### config.mk
export PLATFORM = sky130hd
export DESIGN_NAME = voice_alloc
export DESIGN_NICKNAME = d
export VERILOG_FILES = /design/src/rtl/voice_alloc.sv
export SDC_FILE = /design/constraint.sdc
export NUM_CORES = 1
export LEC_CHECK = 0
export BUFFER_PORTS_ARGS = -buffer_cell sky130_fd_sc_hd__buf_2
export CORE_MARGIN = 2
export CORE_UTILIZATION = 45
export CTS_BUF_LIST = sky130_fd_sc_hd__clkbuf_2 sky130_fd_sc_hd__clkbuf_4 sky130_fd_sc_hd__clkbuf_8
export DETAILED_ROUTE_END_ITERATION = 8
export HOLD_SLACK_MARGIN = 0.15
export PLACE_DENSITY_LB_ADDON = 0.2
export SYNTH_ARGS = -nofsm -noshare
export SYNTH_HDL_FRONTEND = slang
export SYNTH_SLANG_ARGS = --single-unit
### constraint.sdc
create_clock -name clk -period 2.04 [get_ports clk]
set_clock_uncertainty 0.1 [all_clocks]
set_input_delay 0 -clock clk [delete_from_list [all_inputs] [get_ports clk]]
set_output_delay 0 -clock clk [all_outputs]
set_load 0.005 [all_outputs]
### src/rtl/voice_alloc.sv
// Polyphonic voice allocator: assigns note events to a bank of envelope voices,
// preferring free voices, then releasing voices, and finally stealing the oldest gated voice.
module voice_alloc #(
   parameter int NVOICE     = 4,
   parameter int NBIT_NOTE  = 7,
   parameter int RETRIG_CYC = 2
) (
   input  logic                          clk,
   input  logic                          rst,
   input  logic                          ev_valid,
   output logic                          ev_ready,
   input  logic                          ev_on,
   input  logic [NBIT_NOTE-1:0]          ev_note,
   input  logic [NVOICE-1:0]             voice_active,
   output logic [NVOICE-1:0]             gate,
   output logic [NVOICE*NBIT_NOTE-1:0]   voice_note,
   output logic                          alloc_valid,
   output logic [$clog2(NVOICE)-1:0]     alloc_idx,
   output logic                          steal
);

   localparam int IW = $clog2(NVOICE);
   localparam int CW = $clog2(RETRIG_CYC + 1);

   localparam logic [1:0] ST_IDLE   = 2'd0;
   localparam logic [1:0] ST_DECIDE = 2'd1;
   localparam logic [1:0] ST_RETRIG = 2'd2;
   localparam logic [1:0] ST_GRANT  = 2'd3;

   logic [1:0]           state_q, state_d;
   logic                 on_q, on_d;
   logic [NBIT_NOTE-1:0] note_q, note_d;
   logic [IW-1:0]        tgt_q, tgt_d;
   logic                 steal_pend_q, steal_pend_d;
   logic [NVOICE-1:0]    off_mask_q, off_mask_d;
   logic [CW-1:0]        cnt_q, cnt_d;
   logic [NVOICE-1:0]    gate_q, gate_d;
   logic [NBIT_NOTE-1:0] vnote_q [NVOICE];
   logic [NBIT_NOTE-1:0] vnote_d [NVOICE];
   logic [IW-1:0]        rank_q [NVOICE];
   logic [IW-1:0]        rank_d [NVOICE];
   logic                 alloc_valid_q, alloc_valid_d;
   logic [IW-1:0]        alloc_idx_q, alloc_idx_d;
   logic                 steal_q, steal_d;

   logic                 hold_hit, free_hit, rel_hit;
   logic [IW-1:0]        hold_idx, free_idx, rel_idx, old_idx;
   logic [NVOICE-1:0]    off_match;

   // Voice classification and lowest-index candidate search, used only in DECIDE.
   always_comb begin
      hold_hit  = 1'b0;
      free_hit  = 1'b0;
      rel_hit   = 1'b0;
      hold_idx  = '0;
      free_idx  = '0;
      rel_idx   = '0;
      old_idx   = '0;
      off_match = '0;
      for (int unsigned v = 0; v < NVOICE; v++) begin
         if (gate_q[v] && (vnote_q[v] == note_q)) begin
            off_match[v] = 1'b1;
            if (!hold_hit) begin
               hold_hit = 1'b1;
               hold_idx = IW'(v);
            end
         end
         if (!gate_q[v] && !voice_active[v] && !free_hit) begin
            free_hit = 1'b1;
            free_idx = IW'(v);
         end
         if (!gate_q[v] && voice_active[v] && !rel_hit) begin
            rel_hit = 1'b1;
            rel_idx = IW'(v);
         end
         if (rank_q[v] == '0) begin
            old_idx = IW'(v);
         end
      end
   end

   always_comb begin
      state_d       = state_q;
      on_d          = on_q;
      note_d        = note_q;
      tgt_d         = tgt_q;
      steal_pend_d  = steal_pend_q;
      off_mask_d    = '0;
      cnt_d         = cnt_q;
      // A note-off decided last cycle lands here, one cycle after DECIDE.
      gate_d        = gate_q & ~off_mask_q;
      vnote_d       = vnote_q;
      rank_d        = rank_q;
      alloc_valid_d = 1'b0;
      alloc_idx_d   = alloc_idx_q;
      steal_d       = 1'b0;

      case (state_q)
         ST_IDLE: begin
            if (ev_valid) begin
               on_d    = ev_on;
               note_d  = ev_note;
               state_d = ST_DECIDE;
            end
         end
         ST_DECIDE: begin
            if (!on_q) begin
               off_mask_d = off_match;
               state_d    = ST_IDLE;
            end else if (hold_hit) begin
               tgt_d        = hold_idx;
               steal_pend_d = 1'b0;
               cnt_d        = CW'(RETRIG_CYC - 1);
               state_d      = ST_RETRIG;
            end else if (free_hit) begin
               tgt_d        = free_idx;
               steal_pend_d = 1'b0;
               state_d      = ST_GRANT;
            end else if (rel_hit) begin
               tgt_d        = rel_idx;
               steal_pend_d = 1'b0;
               state_d      = ST_GRANT;
            end else begin
               tgt_d        = old_idx;
               steal_pend_d = 1'b1;
               cnt_d        = CW'(RETRIG_CYC - 1);
               state_d      = ST_RETRIG;
            end
         end
         ST_RETRIG: begin
            gate_d[tgt_q] = 1'b0;
            if (cnt_q == '0) begin
               state_d = ST_GRANT;
            end else begin
               cnt_d = cnt_q - CW'(1);
            end
         end
         ST_GRANT: begin
            gate_d[tgt_q]  = 1'b1;
            vnote_d[tgt_q] = note_q;
            alloc_valid_d  = 1'b1;
            alloc_idx_d    = tgt_q;
            steal_d        = steal_pend_q;
            for (int unsigned v = 0; v < NVOICE; v++) begin
               if (IW'(v) == tgt_q) begin
                  rank_d[v] = IW'(NVOICE - 1);
               end else if (rank_q[v] > rank_q[tgt_q]) begin
                  rank_d[v] = rank_q[v] - IW'(1);
               end
            end
            state_d = ST_IDLE;
         end
         default: state_d = ST_IDLE;
      endcase
   end

   always_ff @(posedge clk or posedge rst) begin
      if (rst) begin
         state_q       <= ST_IDLE;
         on_q          <= 1'b0;
         note_q        <= '0;
         tgt_q         <= '0;
         steal_pend_q  <= 1'b0;
         off_mask_q    <= '0;
         cnt_q         <= '0;
         gate_q        <= '0;
         alloc_valid_q <= 1'b0;
         alloc_idx_q   <= '0;
         steal_q       <= 1'b0;
         for (int unsigned v = 0; v < NVOICE; v++) begin
            vnote_q[v] <= '0;
            rank_q[v]  <= IW'(v);
         end
      end else begin
         state_q       <= state_d;
         on_q          <= on_d;
         note_q        <= note_d;
         tgt_q         <= tgt_d;
         steal_pend_q  <= steal_pend_d;
         off_mask_q    <= off_mask_d;
         cnt_q         <= cnt_d;
         gate_q        <= gate_d;
         alloc_valid_q <= alloc_valid_d;
         alloc_idx_q   <= alloc_idx_d;
         steal_q       <= steal_d;
         vnote_q       <= vnote_d;
         rank_q        <= rank_d;
      end
   end

   always_comb begin
      voice_note = '0;
      for (int unsigned v = 0; v < NVOICE; v++) begin
         voice_note[v*NBIT_NOTE +: NBIT_NOTE] = vnote_q[v];
      end
   end

   assign ev_ready    = (state_q == ST_IDLE);
   assign gate        = gate_q;
   assign alloc_valid = alloc_valid_q;
   assign alloc_idx   = alloc_idx_q;
   assign steal       = steal_q;

endmodule

==> out/qor.yml, run 1 <==
route:
  via_per_inst: 5.18
  routed_wl_mm: 7.77
  post_drt_wl_per_cell_microns: 15.9
  drt_iter0_markers: 157
  vias: 2526
  first_pass_iters: 4
  drcViolationCount: 0
  postRouteAntennaNets: 0
worst_hold_path:
  hold_path.class: "input pin to flip-flop"
cells_and_area:
  diodes: 0
  drive_gt1_share_pct: 38.3
  nets: 411
  syn2layout_area_growth_pct: 30.0
sta:
  finalCritPeriodShare_pct: 101
  slew_headroom_pct: 68.7
  timing.final.ws_setup_ps: -16.8
  clock.fmax_mhz: 486
  worstMarginPinSlew_ps: 469
  holdWs_ps: 166
  maxSlewViolCount: 0
  period_minus_slack_ps: 2060
  hold_viol: 0
  setup_viol: 3
  rsz0062_at_grt: "true"
cts:
  cts_buffers: 9
  cts.reportedPaths.clkPinSlew_ps: 80
  clockBufferDepth: 2
  tritoncts: "yes"
  clk-insertion-delay-late_ps: 350
  cts_sinks: 63
  clockRootBuffer: "clkbuf_8"
  htree_levels: 3
synth:
  ys_seq_elements: 63
  syn-instance-count: 300
  synthAdderAreaFrac_pct: 4.59
  ys_seq_area_share_pct: 48.4
  synth-simple-area-share_pct: 13.7
  synth_cell_types: 46
  syn_nets: 327
  synth_area_sq_mm: 0.00327
  synth_compound_area_share_pct: 8.04
  synthMuxAreaShare_pct: 12.7
  avgSynthCellArea_sq_um: 10.9
  synth-xor-area-share_pct: 7.50
  synth_warnings: 0
  synth_ff_type: "dfrtp_1"
  synth_top_family_by_area: "simple AND/OR/NAND/NOR gates"
  async_reset_ff_share_pct: 100
  synth_edf_count: 0
placement:
  place_worst_setup_slack_ps: -100
  dp_hpwl_mm: 5.36
  gp_congestion: 0.808
  port_buffers: 51
setup_path:
  worstPathArrival_ps: 2230
  crit_slowest_cell: "mux4_2"
  critPathMaxStageDelay_ps: 500
  path_class: "flip-flop to flip-flop"
  path_max_fanout: 4
  crit_chain: "mux4_2 > inv_4 > ha_1 > a21oi_2 > a211oi_4 > buf_4 > a31oi_1"
  crit_path_start_kind: "flip-flop"
  critPathTopFamily: "multiplexers"
  cp.required_ps: 2210
  worst-path-buf-inv: 2
  worstSetupEndpointType: "flip-flop"
global_route:
  grt_overflow: 0
  grt_pass1_wl_mm: 12.2
  antenna_found_initial: 0
  grtUsageTotal_pct: 20.7
  grt_max_degree: 26
  grt_pass1_vias: 2405
power:
  leakage_nw: 2.06
  peakVddDrop_mv: 0.863
  power_density_mw_per_mm2: 1680
run_status:
  violations: "setup timing"
  status: "finished with violations"
floorplanning:
  rows: 31
  core_area_sq_mm: 0.00714
  dieArea_sq_mm: 0.00796
  fp.dieH_microns: 89.2
  die_w_microns: 89.2
  pin_count: 52
  initial_core_util_pct: 45.8
job:
  maxCapViolCount: 0
area by class of cell:
type / instances / area [sq um]
Fill cell: 623 / 2890
Multi-Input combinational cell: 206 / 1610
Sequential cell: 63 / 1590
Timing Repair Buffer: 86 / 568
Clock inverter: 7 / 168
Clock buffer: 9 / 124
Tap cell: 99 / 124
Inverter: 18 / 70.1
logic make-up (layout without fill, tap and decap cells):
kind of cell | count (synthesis) | in the layout
AND/OR/NAND/NOR | 91 | 91
adder cells (fa/ha/maj) | 12 | 12
XOR/XNOR | 28 | 28
flip-flops | 63 | 63
buffers and inverters | 31 | 120
AO/OA/AOI/OAI | 40 | 40
multiplexers | 35 | 35
worst reg2reg max path, cell delays in order (launching register included):
cell      delay, ps
dfrtp_2         440
mux4_2          500
inv_4           110
ha_1            280
a21oi_2         190
a211oi_4         60
buf_4           140
a31oi_1         170
layer usage:
| metal | up-vias | share of wire (%) | global-route usage, % | routed length [microns] |
|---|---|---|---|---|
| li1 | 1207 | - | - | - |
| met1 | 1238 | 44 | 27.8 | 3420 |
| met2 | 73 | 50 | 33.3 | 3870 |
| met3 | 8 | 5.4 | 4.06 | 417 |
| met4 | 0 | 0.89 | 7.60 | 69 |
| met5 | - | 0 | 0 | 0 |
synth_stat cells (2+ instances only):
cell      instances  share of area (%)
and3_1            2               0.38
o21ai_0           6               0.92
buf_6             5                1.7
o32ai_1           2               0.54
a31oi_1           6                1.1
xor2_1           25                6.7
nand2b_1          3               0.57
nand4_2           2               0.77
mux2_2           32                 11
nand2_1          37                4.2
ha_1             12                4.6
nand4_1           3               0.57
inv_1            18                2.1
dfrtp_1          59                 45
nand3_1           6               0.92
mux4_2            2                1.4
buf_2             5               0.77
dfstp_2           4                3.2
o21ai_1           3               0.46
xnor2_1           3               0.80
o31ai_1           2               0.46
nor4_1            4               0.77
nor3_1            4               0.61
nor2_1           15                1.7
buf_4             2               0.46
a21oi_1           8                1.2
o311a_1           2               0.61
and2_1            4               0.77
o22ai_1           2               0.38
nor2b_1           6                1.1
layout by cell type (no fill, tap or decap), types with 5 or more instances in the layout:
cell type | netlist | routed
dfrtp_1 | 59 | 55
buf_2 | 5 | 51
nand2_1 | 37 | 37
mux2_2 | 32 | 32
xor2_1 | 25 | 25
buf_4 | 2 | 19
nor2_1 | 15 | 15
inv_1 | 18 | 15
dlygate4sd3_1 | 0 | 15
clkbuf_8 | 0 | 9
ha_1 | 12 | 8
nor2b_1 | 6 | 6
nand3_1 | 6 | 6
a31oi_1 | 6 | 6
a21oi_1 | 8 | 5
bufinv_16 | 0 | 5
path summary, 6_finish.rpt:
kind | cells after the start | slack (ps) | end | start
worst max-delay path | 7 | -20 | rank_q[1]$_DFFE_PP1P_ | rank_q[7]$_DFFE_PP0P_
worst min-delay path | 5 | 170 | tgt_q[0]$_DFFE_PP0P_ | voice_active[2]
worst max register to register | 7 | -20 | rank_q[1]$_DFFE_PP1P_ | rank_q[7]$_DFFE_PP0P_
worst min register to register | 1 | 330 | gate[3]$_DFF_PP0_ | off_mask_q[3]$_DFF_PP0_
max in group asynchronous | 5 | 550 | note_q[1]$_DFFE_PP0P_ | rst
min in group asynchronous | 4 | 650 | voice_note[24]$_DFFE_PP0P_ | rst
registers in the layout (all words and copies together), names as in the netlist, named ones only:
| signal | cells |
|---|---|
| on_q | 1 |
| alloc_idx | 2 |
| steal_pend_q | 1 |
| voice_note | 28 |
| off_mask_q | 4 |
| cnt_q | 2 |
| note_q | 7 |
| state_q | 1 |
| tgt_q | 2 |
| alloc_valid | 1 |
| gate | 4 |
| rank_q | 8 |
| steal | 1 |
what timing repair did:
action	in CTS	in global routing
setup endpoints to repair	8	21
setup buffers	1	4
hold buffers	15	0
gates resized for setup	8	11
hold endpoints to repair	74	0
pin swaps	4	6
stage by stage:
step	instance area [sq um]	TNS [ps]	util (%)	total power, mW	cells
after floorplan	3270	0	-	4.28	300
after global placement	3680	-41.6	51.5	5.06	452
after detailed placement	3680	-487	51.5	5.16	452
after CTS	4180	-26.3	58.6	6.94	484
after global routing	4250	-499	59.6	7.66	488
final	4250	-36.3	59.6	7.13	488
where the power goes:
group | switching (mW) | leakage (nW) | internal [mW]
clock | 0.537 | 0.144 | 1.07
combinational | 1.44 | 1.14 | 1.59
sequential | 0.695 | 0.777 | 1.80
Note: power is estimated with default switching activity, not from simulation.
==> run 2, diff against run 1 <==
--- a/config.mk
+++ b/config.mk
@@ -12,6 +12,7 @@
 export DETAILED_ROUTE_END_ITERATION = 8
 export HOLD_SLACK_MARGIN = 0.15
 export PLACE_DENSITY_LB_ADDON = 0.2
+export SETUP_SLACK_MARGIN = 0.15
 export SYNTH_ARGS = -nofsm -noshare
 export SYNTH_HDL_FRONTEND = slang
 export SYNTH_SLANG_ARGS = --single-unit
==> run 2 against run 1 <==
Effect of this change:
- the run still ends with setup timing left
- non-clock buffer count shrank 3
- worst setup slack gained 16 ps
- critical endpoint is now rank_q[5]$_DFFE_PP0P_
- clock power shrank 22%
- count of clock-buffer cells in the layout grew 3
- largest power group unchanged
- sequential power is essentially flat
- global-route usage shrank 0.29 points
- first-iteration DRC count shrank 29%
- largest cell class unchanged
- fmax grew 0.77%
- worst hold slack gained 18 ps
- core utilization grew 0.67 points
- flip-flop and latch count is the same
- sequential share of layout area shrank 0.38 points
==> out/qor.yml, run 2 (same netlist as run 1, synthesis figures left out) <==
run_status:
  status: "finished with violations"
  violations: "setup timing"
cells_and_area:
  final_cell_area_sq_mm: 0.00430
  largest_register_ff_count: 28
  nets: 408
  final_cell_mix: "dfrtp_1 (54), buf_2 (51), nand2_1 (36)"
  fill_cells: 630
  diodes: 0
  syn2layout_area_growth_pct: 31.5
  stdcell_count: 484
  final_common_cell: "dfrtp_1"
  drive_gt1_share_pct: 43.1
setup_path:
  crit_slowest_cell: "mux4_2"
  worst-path-buf-inv: 1
  crit_path_start_kind: "flip-flop"
  path_max_fanout: 4
  startpoint: "tgt_q[0]$_DFFE_PP0P_"
  worstPathArrival_ps: 2150
  rr_worst_depth: 7
  r2r_slack_ps: -1
  regToRegEndpoint: "rank_q[5]$_DFFE_PP0P_"
  endpoint: "rank_q[5]$_DFFE_PP0P_"
  cp.depth: 7
  path_class: "flip-flop to flip-flop"
  cp.required_ps: 2150
  rr_startpoint: "tgt_q[0]$_DFFE_PP0P_"
  crit_chain: "mux4_2 > clkinv_4 > ha_4 > a21oi_4 > o21ai_4 > nor3b_2 > a31oi_1"
  critPathMaxStageDelay_ps: 560
  critPathTopFamily: "multiplexers"
  worstSetupEndpointType: "flip-flop"
route:
  via_per_inst: 5.21
  routed_wl_mm: 7.71
  drt_iter0_markers: 111
  drcViolationCount: 0
  postRouteAntennaNets: 0
  first_pass_iters: 4
  vias: 2523
  post_drt_wl_per_cell_microns: 15.9
floorplanning:
  die_w_microns: 89.2
  fp.dieH_microns: 89.2
  core_area_sq_mm: 0.00714
  rows: 31
  initial_core_util_pct: 45.8
  pin_count: 52
  dieArea_sq_mm: 0.00796
global_route:
  grt_use_met3_pct: 5.63
  grtUsageMet1_pct: 27.2
  grtUsageTotal_pct: 20.4
  met2_usage_pct: 32.3
  grt_pass1_vias: 2433
  grt_pass1_wl_mm: 12.1
  grt_max_degree: 35
  antenna_found_initial: 0
  grt_busiest_layer: "met2"
  grt_overflow: 0
sta:
  finalCritPeriodShare_pct: 100
  clock.fmax_mhz: 490
  timing.final.ws_setup_ps: -1.06
  rsz0062_at_grt: "true"
  maxSlewViolCount: 0
  period_minus_slack_ps: 2040
  slew_headroom_pct: 70.5
  worstMarginPinSlew_ps: 442
  hold_viol: 0
  setup_viol: 1
worst_hold_path:
  hold_path.class: "input pin to flip-flop"
  worstHoldStart: "voice_active[3]"
placement:
  dp_hpwl_mm: 5.40
  dp_cells: 453
  place_worst_setup_slack_ps: -11.1
  port_buffers: 51
  placed_area_sq_mm: 0.00372
  gp_congestion: 0.793
cts:
  clk-insertion-delay-late_ps: 340
  cts_buffers: 9
  tritoncts: "yes"
  clockBufferDepth: 2
  cts_sinks: 63
  cts.reportedPaths.clkPinSlew_ps: 70
  clockRootBuffer: "clkbuf_8"
  htree_levels: 3
power:
  power.total_mw: 7.14
  peakVddDrop_mv: 0.872
  power_density_mw_per_mm2: 1660
  leakage_nw: 2.05
job:
  maxCapViolCount: 0
-- run 2: cell count changes in the layout (fill, tap and decap cells not counted), sizes merged --
| cell | delta |
|---|---|
| buf | -1 |
| bufinv | -3 |
| clkbuf | +3 |
| clkinv | +1 |
| dlygate4sd3 | -2 |
| inv | -2 |
-- run 2: per-layer routing --
layer  up-vias  share of wire (%)
met2        63                 49
met5         -                  0
met1      1246                 43
met4         0                1.6
li1       1205                  -
met3         9                5.8
-- run 2: timing repair --
action	CTS	global route
gates resized for setup	11	30
setup buffers	0	3
hold buffers	13	0
hold endpoints to repair	74	0
pin swaps	8	16
setup endpoints to repair	10	26
-- run 2: power by group --
part	total, mW	switching, mW	internal, mW	leakage (nW)
clock	1.25	0.472	0.779	0.118
sequential	2.46	0.655	1.81	0.776
combinational	3.43	1.64	1.79	1.16
-- run 2: how the worst min path moves through the flow --
stage,slack (ps),cells past startpoint,end
4_1_cts,150,5,tgt_q[0]$_DFFE_PP0P_
2_1_floorplan,50,1,note_q[0]$_DFFE_PP0P_
6_report,180,4,tgt_q[0]$_DFFE_PP0P_
3_5_place_dp,-110,2,voice_note[25]$_DFFE_PP0P_
5_1_grt,190,4,tgt_q[0]$_DFFE_PP0P_
3_3_place_gp,-110,2,voice_note[25]$_DFFE_PP0P_
-- run 2: layout make-up --
cell class / instances / area [sq um] / area share, %
Clock inverter: 3 / 65.1 / 1.51
Timing Repair Buffer: 83 / 541 / 12.6
Inverter: 18 / 72.6 / 1.69
Clock buffer: 12 / 165 / 3.84
Sequential cell: 63 / 1590 / 36.9
Tap cell: 99 / 124 / 2.88
Multi-Input combinational cell: 206 / 1740 / 40.6
-- run 2: metrics by stage --
step	setup TNS [ps]	hold WS (ps)	utilization, %
after detailed placement	-14.0	-110	52.2
after global placement	0	-113	52.2
after CTS	-55.6	151	58.2
final	-1.06	184	60.2
after global routing	-470	192	60.2
after floorplan	0	51.6	-
-- run 2: worst min-delay path, stage by stage --
cell and delay [ps]:
buf_2 130, o221ai_1 210, o311a_1 160, o21ai_1 70
